File: config.mk
export PLATFORM = sky130hd
export DESIGN_NAME = systolic_drain_flat
export DESIGN_NICKNAME = d
export VERILOG_FILES = /design/src/rtl/systolic_drain_if.sv /design/src/rtl/systolic_drain.sv /design/src/flat_wrapper.sv
export SDC_FILE = /design/constraint.sdc
export NUM_CORES = 1
export LEC_CHECK = 0
export ABC_AREA = 1
export CORE_AREA = 2 2 187 189
export CTS_CLUSTER_SIZE = 40
export DETAILED_ROUTE_END_ITERATION = 8
export DIE_AREA = 0 0 189 191
export GPL_TIMING_DRIVEN = 0
export HOLD_SLACK_MARGIN = 0.08
export SYNTH_ARGS = -nofsm -noshare
export SYNTH_HDL_FRONTEND = slang
export SYNTH_SLANG_ARGS = --single-unit
export TNS_END_PERCENT = 30
File: constraint.sdc
create_clock -name clk -period 2.65 [get_ports clk]
set_input_delay 0.53 -clock clk [delete_from_list [all_inputs] [get_ports clk]]
set_output_delay 0.53 -clock clk [all_outputs]
set_load 0.05 [all_outputs]
File: src/rtl/systolic_drain_if.sv
// Row output channel of systolic_drain: one full result row per valid/ready beat.
// The master drives the row fields and the slave answers with row_ready.
interface systolic_drain_if #(
    parameter int COLUMN_NUMBER = 4
);
    logic [COLUMN_NUMBER*8-1:0] row_data;
    logic [7:0]                 row_idx;
    logic                       row_valid;
    logic                       row_ready;

    modport master (output row_data, output row_idx, output row_valid, input row_ready);
    modport slave  (input row_data, input row_idx, input row_valid, output row_ready);
endinterface

File: src/rtl/systolic_drain.sv
// Captures the systolic array's bottom-edge results (bottom row first) into a row buffer,
// then streams the rows top-first over a valid/ready channel. Optional: DRAIN_CHECKSUM_EN.
module systolic_drain #(
    parameter int ROW_NUMBER    = 4,
    parameter int COLUMN_NUMBER = 4,
    parameter int DRAIN_LATENCY = 1
) (
    input  logic                       clk,
    input  logic                       reset,
    input  logic                       drain_start,
    input  logic [COLUMN_NUMBER*8-1:0] col_in,
    systolic_drain_if.master           rows,
    output logic                       busy,
    output logic                       done,
    output logic                       overrun,
    output logic [15:0]                checksum
);

    localparam int         IDX_W     = (ROW_NUMBER > 1) ? $clog2(ROW_NUMBER) : 1;
    localparam logic [7:0] LAST_BEAT = 8'(ROW_NUMBER - 1);
    localparam logic [3:0] LAT_LOAD  = 4'((DRAIN_LATENCY > 0) ? (DRAIN_LATENCY - 1) : 0);
    localparam bit         ZERO_LAT  = (DRAIN_LATENCY == 0);

    if (ROW_NUMBER < 1 || ROW_NUMBER > 256) begin : g_bad_rows
        $error("systolic_drain: ROW_NUMBER must be in 1..256");
    end
    if (DRAIN_LATENCY < 0 || DRAIN_LATENCY > 15) begin : g_bad_latency
        $error("systolic_drain: DRAIN_LATENCY must be in 0..15");
    end

    typedef enum logic [2:0] {
        IDLE    = 3'd0,
        WAIT    = 3'd1,
        CAPTURE = 3'd2,
        EMIT    = 3'd3,
        DONE    = 3'd4
    } state_t;

    state_t                     state_r, state_nxt;
    logic [3:0]                 lat_r, lat_nxt;
    logic [7:0]                 beat_r, beat_nxt;
    logic [7:0]                 row_idx_r;
    logic [COLUMN_NUMBER*8-1:0] row_data_r;
    logic                       row_valid_r;
    logic                       busy_r;
    logic                       done_r;
    logic                       overrun_r;
    logic                       capture_s;
    logic                       handshake_s;
    logic                       last_beat_s;
    logic                       last_row_s;
    logic [IDX_W-1:0]           wr_row_s;
    logic [IDX_W-1:0]           rd_row_s;
    logic [COLUMN_NUMBER*8-1:0] buf_r [ROW_NUMBER];

    // Beats arrive bottom row first, so beat k lands in row ROW_NUMBER-1-k.
    assign last_beat_s = (beat_r == LAST_BEAT);
    assign last_row_s  = (row_idx_r == LAST_BEAT);
    assign wr_row_s    = IDX_W'(LAST_BEAT - beat_r);
    assign rd_row_s    = IDX_W'(row_idx_r + 8'd1);

    // Next-state and capture/handshake strobes.
    always_comb begin
        state_nxt   = state_r;
        lat_nxt     = lat_r;
        beat_nxt    = beat_r;
        capture_s   = 1'b0;
        handshake_s = 1'b0;
        case (state_r)
            IDLE: begin
                if (drain_start) begin
                    if (ZERO_LAT) begin
                        capture_s = 1'b1;
                        state_nxt = last_beat_s ? EMIT : CAPTURE;
                    end else begin
                        state_nxt = WAIT;
                        lat_nxt   = LAT_LOAD;
                    end
                end else begin
                    state_nxt = IDLE;
                end
            end
            WAIT: begin
                if (lat_r == 4'd0) begin
                    state_nxt = CAPTURE;
                end else begin
                    lat_nxt = lat_r - 4'd1;
                end
            end
            CAPTURE: begin
                capture_s = 1'b1;
                state_nxt = last_beat_s ? EMIT : CAPTURE;
            end
            EMIT: begin
                handshake_s = row_valid_r && rows.row_ready;
                if (handshake_s && last_row_s) begin
                    state_nxt = DONE;
                end else begin
                    state_nxt = EMIT;
                end
            end
            DONE: begin
                state_nxt = IDLE;
            end
            default: begin
                state_nxt = IDLE;
            end
        endcase
        if (capture_s) begin
            beat_nxt = last_beat_s ? 8'd0 : (beat_r + 8'd1);
        end else begin
            beat_nxt = beat_r;
        end
    end

    // State, counters and registered outputs.
    always_ff @(posedge clk or negedge reset) begin
        if (!reset) begin
            state_r     <= IDLE;
            lat_r       <= 4'd0;
            beat_r      <= 8'd0;
            row_idx_r   <= 8'd0;
            row_data_r  <= {(COLUMN_NUMBER*8){1'b0}};
            row_valid_r <= 1'b0;
            busy_r      <= 1'b0;
            done_r      <= 1'b0;
            overrun_r   <= 1'b0;
        end else begin
            state_r     <= state_nxt;
            lat_r       <= lat_nxt;
            beat_r      <= beat_nxt;
            row_valid_r <= (state_nxt == EMIT);
            busy_r      <= (state_nxt != IDLE);
            done_r      <= (state_nxt == DONE);
            if (drain_start && (state_r != IDLE)) begin
                overrun_r <= 1'b1;
            end
            // The final beat is row 0, so it goes straight to the output register.
            if (capture_s && last_beat_s) begin
                row_idx_r  <= 8'd0;
                row_data_r <= col_in;
            end else if (handshake_s && !last_row_s) begin
                row_idx_r  <= row_idx_r + 8'd1;
                row_data_r <= buf_r[rd_row_s];
            end
        end
    end

    // Result buffer; contents are meaningless until captured, so no reset.
    always_ff @(posedge clk) begin
        if (capture_s) begin
            buf_r[wr_row_s] <= col_in;
        end
    end

`ifdef DRAIN_CHECKSUM_EN
    function automatic logic [15:0] byte_sum(input logic [COLUMN_NUMBER*8-1:0] v);
        logic [15:0] s;
        s = 16'd0;
        for (int j = 0; j < COLUMN_NUMBER; j++) begin
            s = s + {8'd0, v[8*j +: 8]};
        end
        return s;
    endfunction

    logic        accept_s;
    logic [15:0] checksum_r;

    assign accept_s = (state_r == IDLE) && drain_start;

    // Running byte sum of captured beats; a zero-latency start captures beat 0 at once.
    always_ff @(posedge clk or negedge reset) begin
        if (!reset) begin
            checksum_r <= 16'd0;
        end else if (accept_s) begin
            checksum_r <= capture_s ? byte_sum(col_in) : 16'd0;
        end else if (capture_s) begin
            checksum_r <= checksum_r + byte_sum(col_in);
        end
    end

    assign checksum = checksum_r;
`else
    assign checksum = 16'd0;
`endif

    assign rows.row_data  = row_data_r;
    assign rows.row_idx   = row_idx_r;
    assign rows.row_valid = row_valid_r;
    assign busy           = busy_r;
    assign done           = done_r;
    assign overrun        = overrun_r;

endmodule

File: src/flat_wrapper.sv
// flat-port wrapper written by rule: the top's interface ports become plain ports
module systolic_drain_flat 
#(
    parameter int ROW_NUMBER    = 4,
    parameter int COLUMN_NUMBER = 4,
    parameter int DRAIN_LATENCY = 1
)
  (clk, reset, drain_start, col_in, busy, done, overrun, checksum, rows_row_data, rows_row_idx, rows_row_valid, rows_row_ready);
  systolic_drain_if #(.COLUMN_NUMBER(COLUMN_NUMBER)) rows_i ();
  input  logic clk;
  input  logic reset;
  input  logic drain_start;
  input  logic [COLUMN_NUMBER*8-1:0] col_in;
  output logic busy;
  output logic done;
  output logic overrun;
  output logic [15:0] checksum;
  output wire logic [$bits(rows_i.row_data)-1:0] rows_row_data;
  output wire logic [$bits(rows_i.row_idx)-1:0] rows_row_idx;
  output wire logic [$bits(rows_i.row_valid)-1:0] rows_row_valid;
  input wire logic [$bits(rows_i.row_ready)-1:0] rows_row_ready;
  assign rows_row_data = rows_i.row_data;
  assign rows_row_idx = rows_i.row_idx;
  assign rows_row_valid = rows_i.row_valid;
  assign rows_i.row_ready = rows_row_ready;
  systolic_drain #(.ROW_NUMBER(ROW_NUMBER), .COLUMN_NUMBER(COLUMN_NUMBER), .DRAIN_LATENCY(DRAIN_LATENCY)) u_core (.clk(clk), .reset(reset), .drain_start(drain_start), .col_in(col_in), .rows(rows_i), .busy(busy), .done(done), .overrun(overrun), .checksum(checksum));
endmodule
==> metrics.cfg, run 1 <==
[drt]
drt_iter0_markers=593
drc_errors=0
wire_per_inst_um=15.4
wl_um=22500
firstDrtPassIters=7
antenna_left=0
via_count=6314
via_per_inst=4.33

[logic_synthesis]
ys_seq_area_share_pct=63.3
yosysUniqueCellTypes=28
yosysMostFrequentCell=nand2_1
yosysWarnings=0
synth_edf_count=128
syn-mean-instance-area_um2=9.62
netlist_area_mm2=0.00841
synth_flop_cell=edfxtp_1
ys_ff_latch=187
async_flop_share_pct=31.6
synth_top_area_share_pct=45.7
yosys-top-cells-count=334 x nand2_1, 135 x nand3_1, 128 x edfxtp_1, 68 x inv_1, 59 x dfrtp_1
synthTopCellsByArea=edfxtp_1 46%, dfrtp_1 18%, nand2_1 15%
synth_cells=874
synth_top_area_cell=edfxtp_1

[clocking]
cts_made_buffers=17
clkTransAtPathRegs_ns=0.07
hold_buffers=0
cts_root_buf=clkbuf_16
cts_setup_buffers=0
cts.sinks=187
worstSkewPairLatency_ns=0.44
cts.path.max_buffers=2
cts_tree=yes
cts_htree_levels=4
ctsResizeCount=0

[cells_and_area]
stdcell_area_mm2=0.0105
final_layout_size_suffix_gt1_share_pct=9.46
synthToLayoutAreaGrowth_pct=25.2
n_fill_cell=3441
antennaDiodeCount=0
utilization_pct=30.9
final_nets=1034

[die]
rows=68
start_util_pct=24.6
die_y_um=191
pin_count=96
core_area_mm2=0.0341
die_w_um=189
die_area_mm2=0.0361

[global_routing]
gr-total-overflow=0
antenna_found_initial=0
grt_pass1_vias=5956
grt.total_usage_pct=12.6
grt_pass1_wl_um=34400
grt_max_degree=60

[placed_design]
dp_hpwl_um=15400
gp_congestion=0.761
placed_area_mm2=0.00994
portBuffers=79
pre_cts_ws_ns=0.484

[setup_path]
cp-start-kind=flop
worstSetupPathType=flop to primary output
ff2ff_setup_slack_ns=0.44
crit_slowest_cell=clkdlybuf4s50_1
required_ns=2.12
r2r-start=u_core.rows.row_idx[1]
cp_max_fo=7
critical-path-top-delay-family=buffers and inverters
critPathMaxStageDelay_ns=0.92
crit_start=u_core.rows.row_idx[5]
crit_chain=clkdlybuf4s50_1
cp.arrival_ns=1.81
cp-end-kind=primary output
path_buf_inv=1

[run_status]
status=complete, no violations

[timing]
fmax_ghz=0.426
period_share_pct=88.5
slew_headroom_pct=43.4
hold_slack_ns=0.164
timing.final.ws_setup_ns=0.305
worstMarginPinSlew_ns=0.849
fin_crit_ns=2.34
setup_viol=0
grt_setup_unrepaired=no
hold_violations=0
fin_skew_ns=0.0153
finalMaxSlewViolations=0

[power]
p_per_area_mw_per_mm2=1150
power_leakage_nw=4.61
peakVddDrop_v=0.000750
finalPower_mw=12.1

[flow_run]
cap_violations=0

[hold_path]
hold_path.class=input pin to async pin

## kinds of logic after synthesis
| family | synth area share [%] |
|---|---|
| AO/OA/AOI/OAI | 1.28 |
| buffers and inverters | 7.40 |
| XOR/XNOR | 0.521 |
| flip-flops | 63.3 |
| adder cells (fa/ha/maj) | 1.04 |
| other | 0.0446 |
| AND/OR/NAND/NOR | 26.4 |
## registers in the layout (all words and copies together), names as in the netlist
signal,count
u_core.rows.row_idx,8
u_core.beat_r,8
u_core.lat_r,4
u_core.rows.row_valid,1
u_core.overrun,1
u_core.rows.row_data,32
u_core.busy,1
u_core.done,1
u_core.buf_r,128
u_core.state_r,3
## metal layers
layer	vias to the layer above	share of wire, %	routed length [um]	GRT usage [%]
li1	3058	-	-	-
met1	3026	46	10400	17.1
met2	208	47	10500	20.4
met3	22	6.1	1370	2.88
met4	0	1.3	293	3.13
met5	-	0	0	0
## report_power, final
part	internal, mW	switching, mW
clock	1.42	1.19
sequential	3.83	0.342
combinational	1.66	3.68
## final cells by class
class,instances,area [um^2],area share [%]
Multi-Input combinational cell,570,2550,24.2
Timing Repair Buffer,83,876,8.32
Clock buffer,19,433,4.11
Sequential cell,187,5320,50.5
Buffer,59,348,3.30
Inverter,73,274,2.60
Tap cell,455,569,5.41
Clock inverter,13,155,1.47
## final timing paths
path,end,cells after the start
min reg2reg,u_core.overrun,1
min in group clk,u_core.overrun,1
max reg2reg,u_core.rows.row_data[15],8
max,rows_row_idx[5],1
min,u_core.overrun,1
max in group asynchronous,u_core.rows.row_data[2],1
## stage by stage
stage / TNS (ns) / instances
6_report: 0 / 1459
5_1_grt: 0 / 1459
4_1_cts: 0 / 1459
3_5_place_dp: 0 / 1427
3_3_place_gp: -199.54 / 1423
2_1_floorplan: 0 / 889
## cells in the final DEF, fill, tap and decap left out, types with 2 or more instances in the layout
master | Yosys | routed
nand3b_1 | 14 | 14
nand4_1 | 5 | 5
o21ai_0 | 12 | 12
clkdlybuf4s50_1 | 0 | 78
inv_8 | 0 | 3
nor3_1 | 2 | 2
a21oi_1 | 5 | 5
inv_1 | 68 | 68
buf_12 | 0 | 3
clkbuf_1 | 11 | 13
inv_2 | 5 | 5
clkinv_4 | 0 | 2
ha_1 | 7 | 7
nand3_1 | 135 | 135
nand2_1 | 334 | 334
dfrtp_1 | 59 | 59
clkbuf_16 | 0 | 17
nor2_4 | 1 | 5
conb_1 | 1 | 16
buf_2 | 23 | 23
edfxtp_1 | 128 | 128
buf_6 | 2 | 2
bufinv_16 | 0 | 2
nor2_1 | 27 | 23
inv_6 | 0 | 4
buf_4 | 22 | 23
xor2_1 | 5 | 5
Power figures use the tool's default switching activity.
==> inputs of run 2 (changes only) <==
--- a/config.mk
+++ b/config.mk
@@ -12,6 +12,8 @@
 export DIE_AREA = 0 0 189 191
 export GPL_TIMING_DRIVEN = 0
 export HOLD_SLACK_MARGIN = 0.08
+export PLACE_DENSITY_LB_ADDON = 0.25
+export REMOVE_ABC_BUFFERS = 1
 export SYNTH_ARGS = -nofsm -noshare
 export SYNTH_HDL_FRONTEND = slang
 export SYNTH_SLANG_ARGS = --single-unit
==> run 2 against run 1 <==
Non-clock buffer count is 53 lower. Worst setup slack worse by 0.049 ns. Core utilization is 0.63 points lower. Flip-flop and latch count stayed put. Sequential power hardly changed. Cell count is 3.5% lower. Critical path type is now flop to flop.
==> metrics.cfg, run 2 (synthesis results as in run 1) <==
[run_status]
status=complete, no violations  ; unchanged

[drt]
via_count=5950  ; was 6314
firstDrtPassIters=4  ; was 7
antenna_left=0  ; unchanged
drt_iter0_markers=380  ; was 593
wire_per_inst_um=15.3  ; was 15.4 um
drc_errors=0  ; unchanged
wl_um=21500  ; was 22500 um
via_per_inst=4.23  ; was 4.33

[cells_and_area]
final_layout_size_suffix_gt1_share_pct=6.20  ; was 9.46%
stdcell_area_mm2=0.0103  ; was 0.0105 mm^2
final_common_cell=nand2_1  ; unchanged
largest_register_ffs=128  ; unchanged
final_cell_mix=334 x nand2_1, 135 x nand3_1, 128 x edfxtp_1  ; unchanged
final_nets=982  ; was 1034
synthToLayoutAreaGrowth_pct=22.6  ; was 25.2%
n_fill_cell=3522  ; was 3441
regMostFlops=u_core.buf_r  ; unchanged
seq_area_mm2=0.00532  ; about the same
multiInputGateArea_mm2=0.00260  ; was 0.00255 mm^2

[setup_path]
crit_top_cell=nand2_8
reg2reg_depth=7  ; was 8
critPathMaxStageDelay_ns=0.43  ; was 0.92 ns
r2r-start=u_core.state_r[2]  ; was u_core.rows.row_idx[1]
cp_max_fo=79  ; was 7
cp.arrival_ns=2.77  ; was 1.81 ns
cp-start-kind=flop  ; unchanged
crit_chain=inv_2 -> nand3_2 -> clkinv_8 -> nand2_8 -> nand2_8 -> nand3_1 -> nand2_1  ; was clkdlybuf4s50_1
worstSetupPathType=flop to flop  ; was flop to primary output
rr_endpoint=u_core.rows.row_data[12]  ; was u_core.rows.row_data[15]
required_ns=3.02  ; was 2.12 ns
ff2ff_setup_slack_ns=0.26  ; was 0.44 ns
cp-end-kind=flop  ; was primary output
crit_slowest_cell=nand2_8  ; was clkdlybuf4s50_1

[clocking]
clkTransAtPathRegs_ns=0.07  ; about the same
worstSkewPairLatency_ns=0.44  ; about the same
cts_htree_levels=4  ; unchanged
cts_made_buffers=17  ; unchanged
cts.path.max_buffers=2  ; unchanged
cts.sinks=187  ; unchanged
cts_root_buf=clkbuf_16  ; unchanged
cts_tree=yes  ; unchanged

[global_routing]
gr-total-overflow=0  ; unchanged
grt.total_usage_pct=12.4  ; was 12.6%
grt_pass1_vias=5693  ; was 5956
grt_util_met1_pct=15.4  ; was 17.1%
met2_usage_pct=21.0  ; was 20.4%
grt_use_met3_pct=3.08  ; was 2.88%
antenna_found_initial=1  ; was 0
grt_max_degree=80  ; was 60
grt_pass1_wl_um=33600  ; was 34400 um
grt_busiest_layer=met2  ; unchanged

[timing]
slew_headroom_pct=18.9  ; was 43.4%
finalMaxSlewViolations=0  ; unchanged
timing.final.ws_setup_ns=0.256  ; was 0.305 ns
period_share_pct=90.4  ; was 88.5%
setup_viol=0  ; unchanged
fin_skew_ns=0.00753  ; was 0.0153 ns
worstMarginPinSlew_ns=1.22  ; was 0.849 ns
fmax_ghz=0.418  ; was 0.426 GHz
fin_crit_ns=2.39  ; was 2.34 ns
hold_violations=0  ; unchanged
grt_setup_unrepaired=no  ; unchanged

[placed_design]
dp_hpwl_um=12100  ; was 15400 um
gp_congestion=0.724  ; was 0.761
pre_cts_ws_ns=-1.53  ; was 0.484 ns
placed_area_mm2=0.00968  ; was 0.00994 mm^2
portBuffers=79  ; unchanged

[die]
start_util_pct=24.6  ; unchanged
die_y_um=191  ; unchanged
die_area_mm2=0.0361  ; unchanged
die_w_um=189  ; unchanged
rows=68  ; unchanged
pin_count=96  ; unchanged
core_area_mm2=0.0341  ; unchanged

[power]
power_leakage_nw=4.39  ; was 4.61 nW
p_per_area_mw_per_mm2=1140  ; was 1150 mW/mm^2
peakVddDrop_v=0.000497  ; was 0.000750 V
finalPower_mw=11.8  ; was 12.1 mW

[hold_path]
holdPathStages=1
hold_path.class=flop to flop  ; was input pin to async pin
worstHoldEndpoint=u_core.overrun
min_from=u_core.overrun

[flow_run]
cap_violations=0  ; unchanged

-- run 2: changes by cell type in the layout (fill, tap and decap cells not counted), sizes merged, moves of 4 or more --
cell / delta
inv: -5
buf: -43
clkinvlp: +4
clkbuf: -10
-- run 2: per-stage QoR --
step	hold slack, ns	std cells	utilization [%]	TNS (ns)
after floorplan	0.234	830	-	-38.61
after CTS	0.462	1407	30.2	0
final	0.455	1408	30.2	0
after global placement	0.447	1364	27.8	-390.88
after detailed placement	0.447	1372	28.4	-50.64
after global routing	0.493	1407	30.2	0
-- run 2: worst max-delay path: cells and delay by family, from the launching register on --
kind                   cells  cell delay (ns)
buffers and inverters      2             0.46
DFF                        1             0.37
and+or+nand+nor            5             1.46
-- run 2: area by class of cell --
| class | count | share of cell area (%) |
|---|---|---|
| Sequential cell | 187 | 51.6 |
| Multi-Input combinational cell | 571 | 25.2 |
| Timing Repair Buffer | 89 | 9.36 |
| Tap cell | 455 | 5.52 |
| Clock buffer | 20 | 4.33 |
| Inverter | 73 | 2.80 |
| Clock inverter | 12 | 1.10 |
| Antenna cell | 1 | 0.0243 |
-- run 2: how the worst max path moves through the flow --
| stage | from | end | slack (ns) | cells after the start |
|---|---|---|---|---|
| 2_1_floorplan | u_core.rows.row_idx[0] | u_core.rows.row_idx[0] | -1.06 | 5 |
| 3_3_place_gp | u_core.rows.row_idx[0] | u_core.rows.row_data[12] | -3.66 | 6 |
| 3_5_place_dp | u_core.beat_r[0] | u_core.rows.row_data[12] | -1.53 | 7 |
| 4_1_cts | u_core.rows.row_idx[0] | u_core.rows.row_data[12] | 0.006 | 7 |
| 5_1_grt | u_core.state_r[0] | u_core.rows.row_data[28] | 0.06 | 7 |
| 6_report | u_core.state_r[2] | u_core.rows.row_data[12] | 0.26 | 7 |
-- run 2: where the power goes --
| group | internal, mW | leakage [nW] | switching [mW] |
|---|---|---|---|
| combinational | 1.60 | 2.22 | 3.55 |
| clock | 1.33 | 0.263 | 1.12 |
| sequential | 3.83 | 1.91 | 0.360 |
-- run 2: routing by layer --
| metal | up-vias | wire length [um] |
|---|---|---|
| met4 | 0 | 269 |
| li1 | 2957 | - |
| met3 | 13 | 1030 |
| met5 | - | 0 |
| met2 | 112 | 10500 |
| met1 | 2868 | 9700 |
-- run 2: repair_timing --
item	4_1_cts	5_1_grt
gates resized for setup	7	5
endpoints found under the hold margin	27	0
gates cloned	1	0
pin swaps	1	0
setup buffers	1	0
endpoints found under the setup margin	43	34
hold buffers	1	0
==> inputs of run 3 (changes only) <==
--- a/config.mk
+++ b/config.mk
@@ -6,6 +6,7 @@
 export NUM_CORES = 1
 export LEC_CHECK = 0
 export ABC_AREA = 1
+export CAP_MARGIN = 20
 export CORE_AREA = 2 2 187 189
 export CTS_CLUSTER_SIZE = 40
 export DETAILED_ROUTE_END_ITERATION = 8
==> run 3 against run 2 <==
First-iteration DRC count down 0.53%. Cell count unchanged. Final area is 0.32% higher. Register-to-register slack lost 0.04 ns. Largest cell class unchanged. Core utilization is 0.095 points higher. Die area unchanged. Clock skew is 0.0087 ns higher. Critical path type is now flop to primary output. Combinational power about the same. Non-clock buffer count is 1 higher. Flip-flop and latch count unchanged. Global-route usage shrank 0.18 points.
==> metrics.cfg, run 3 (synthesis results as in run 1) <==
[run_status]
status=complete, no violations  ; unchanged

[setup_path]
critPathMaxStageDelay_ns=0.89  ; was 0.43 ns
path_buf_inv=1  ; was 2
cp-end-kind=primary output  ; was flop
crit_slowest_cell=clkdlybuf4s50_1  ; was nand2_8
cp-start-kind=flop  ; unchanged
cp.arrival_ns=2.01  ; was 2.77 ns
critical-path-top-delay-family=buffers and inverters  ; was simple AND/OR/NAND/NOR gates
crit_chain=clkdlybuf4s50_1  ; was inv_2 -> nand3_2 -> clkinv_8 -> nand2_8 -> nand2_8 -> nand3_1 -> nand2_1
worstSetupPathType=flop to primary output  ; was flop to flop
required_ns=2.12  ; was 3.02 ns
cp_max_fo=28  ; was 79

[timing]
fin_crit_ns=2.54  ; was 2.39 ns
fin_skew_ns=0.0162  ; was 0.00753 ns
tns_ns=0  ; unchanged
worstMarginPinSlew_ns=0.580  ; was 1.22 ns
timing.final.ws_setup_ns=0.107  ; was 0.256 ns
finalMaxSlewViolations=0  ; unchanged
hold_slack_ns=0.456  ; was 0.455 ns
hold_violations=0  ; unchanged
grt_setup_unrepaired=no  ; unchanged
period_share_pct=96.0  ; was 90.4%
setup_viol=0  ; unchanged
fmax_ghz=0.393  ; was 0.418 GHz
slew_headroom_pct=61.2  ; was 18.9%

[cells_and_area]
multiInputGateArea_mm2=0.00259  ; was 0.00260 mm^2
n_fill_cell=3512  ; was 3522
layout.cells.non_filler=1408  ; unchanged
regMostFlops=u_core.buf_r  ; unchanged
utilization_pct=30.3  ; was 30.2%
final_common_cell=nand2_1  ; unchanged
seq_area_mm2=0.00532  ; unchanged
synthToLayoutAreaGrowth_pct=23.0  ; was 22.6%
final_layout_size_suffix_gt1_share_pct=6.09  ; was 6.20%
largest_register_ffs=128  ; unchanged
final_cell_mix=334 x nand2_1, 135 x nand3_1, 128 x edfxtp_1  ; unchanged
final_nets=982  ; unchanged
stdcell_area_mm2=0.0103  ; about the same

[placed_design]
pre_cts_ws_ns=-1.33  ; was -1.53 ns
gp_congestion=0.724  ; unchanged
dp_hpwl_um=12300  ; was 12100 um
portBuffers=79  ; unchanged
dp_cells=1373  ; was 1372
placed_area_mm2=0.00970  ; was 0.00968 mm^2

[clocking]
worstSkewPairLatency_ns=0.44  ; about the same
clkTransAtPathRegs_ns=0.07  ; about the same
cts_htree_levels=4  ; unchanged
cts_made_buffers=17  ; unchanged
cts_tree=yes  ; unchanged
cts_root_buf=clkbuf_16  ; unchanged
cts.sinks=187  ; unchanged
cts.path.max_buffers=2  ; unchanged

[power]
finalPower_mw=11.9  ; was 11.8 mW
peakVddDrop_v=0.000541  ; was 0.000497 V
power_leakage_nw=4.41  ; was 4.39 nW
p_per_area_mw_per_mm2=1150  ; was 1140 mW/mm^2

[die]
die_w_um=189  ; unchanged
die_y_um=191  ; unchanged
core_area_mm2=0.0341  ; unchanged
rows=68  ; unchanged
pin_count=96  ; unchanged
start_util_pct=24.6  ; unchanged
die_area_mm2=0.0361  ; unchanged

[global_routing]
grt_pass1_wl_um=33300  ; was 33600 um
gr-total-overflow=0  ; unchanged
grt_pass1_vias=5710  ; was 5693
grt.total_usage_pct=12.2  ; was 12.4%
antenna_found_initial=1  ; unchanged
grt_max_degree=80  ; unchanged

[drt]
firstDrtPassIters=4  ; unchanged
via_count=5905  ; was 5950
drc_errors=0  ; unchanged
antenna_left=0  ; unchanged
drt_iter0_markers=378  ; was 380
wl_um=21100  ; was 21500 um
wire_per_inst_um=15.0  ; was 15.3 um
via_per_inst=4.19  ; was 4.23

[hold_path]
hold_path.class=flop to flop  ; unchanged

[flow_run]
cap_violations=0  ; unchanged

[run 3: area by class of cell]
cell class,count,area share (%)
multi-input combinational,570,25.1
tap,455,5.50
clock inverter,13,1.38
antenna,1,0.0242
inverter,73,2.75
sequential,187,51.5
clock buffer,19,4.19
timing repair buffer,90,9.60
[run 3: power breakdown]
group	total, mW	switching [mW]	internal (mW)
Clock	2.52	1.12	1.40
Sequential	4.19	0.364	3.83
Combinational	5.13	3.52	1.62
[run 3: worst paths after layout]
kind | startpoint | end | slack [ns] | depth (start not counted)
worst max register to register | u_core.state_r[0] | u_core.rows.row_data[28] | 0.22 | 7
max in group asynchronous | reset | u_core.rows.row_idx[0] | 1.52 | 3
worst min-delay path | u_core.overrun | u_core.overrun | 0.46 | 1
worst min register to register | u_core.overrun | u_core.overrun | 0.46 | 1
min in group asynchronous | reset | u_core.rows.row_data[0] | 0.58 | 2
worst max-delay path | u_core.rows.row_idx[0] | rows_row_idx[0] | 0.11 | 1
[run 3: what timing repair did]
action,in CTS,in global routing
setup buffers,1,0
endpoints found under the setup margin,43,13
pin swaps,1,0
hold buffers,1,0
endpoints found under the hold margin,27,0
gates resized for setup,7,3
[run 3: routing by layer]
metal / share of wire (%) / wire (um) / global-route usage [%]
met5: 0 / 0 / 0
met2: 49 / 10400 / 20.9
met4: 1.2 / 261 / 4.12
met3: 4.5 / 950 / 2.92
met1: 45 / 9520 / 15.0
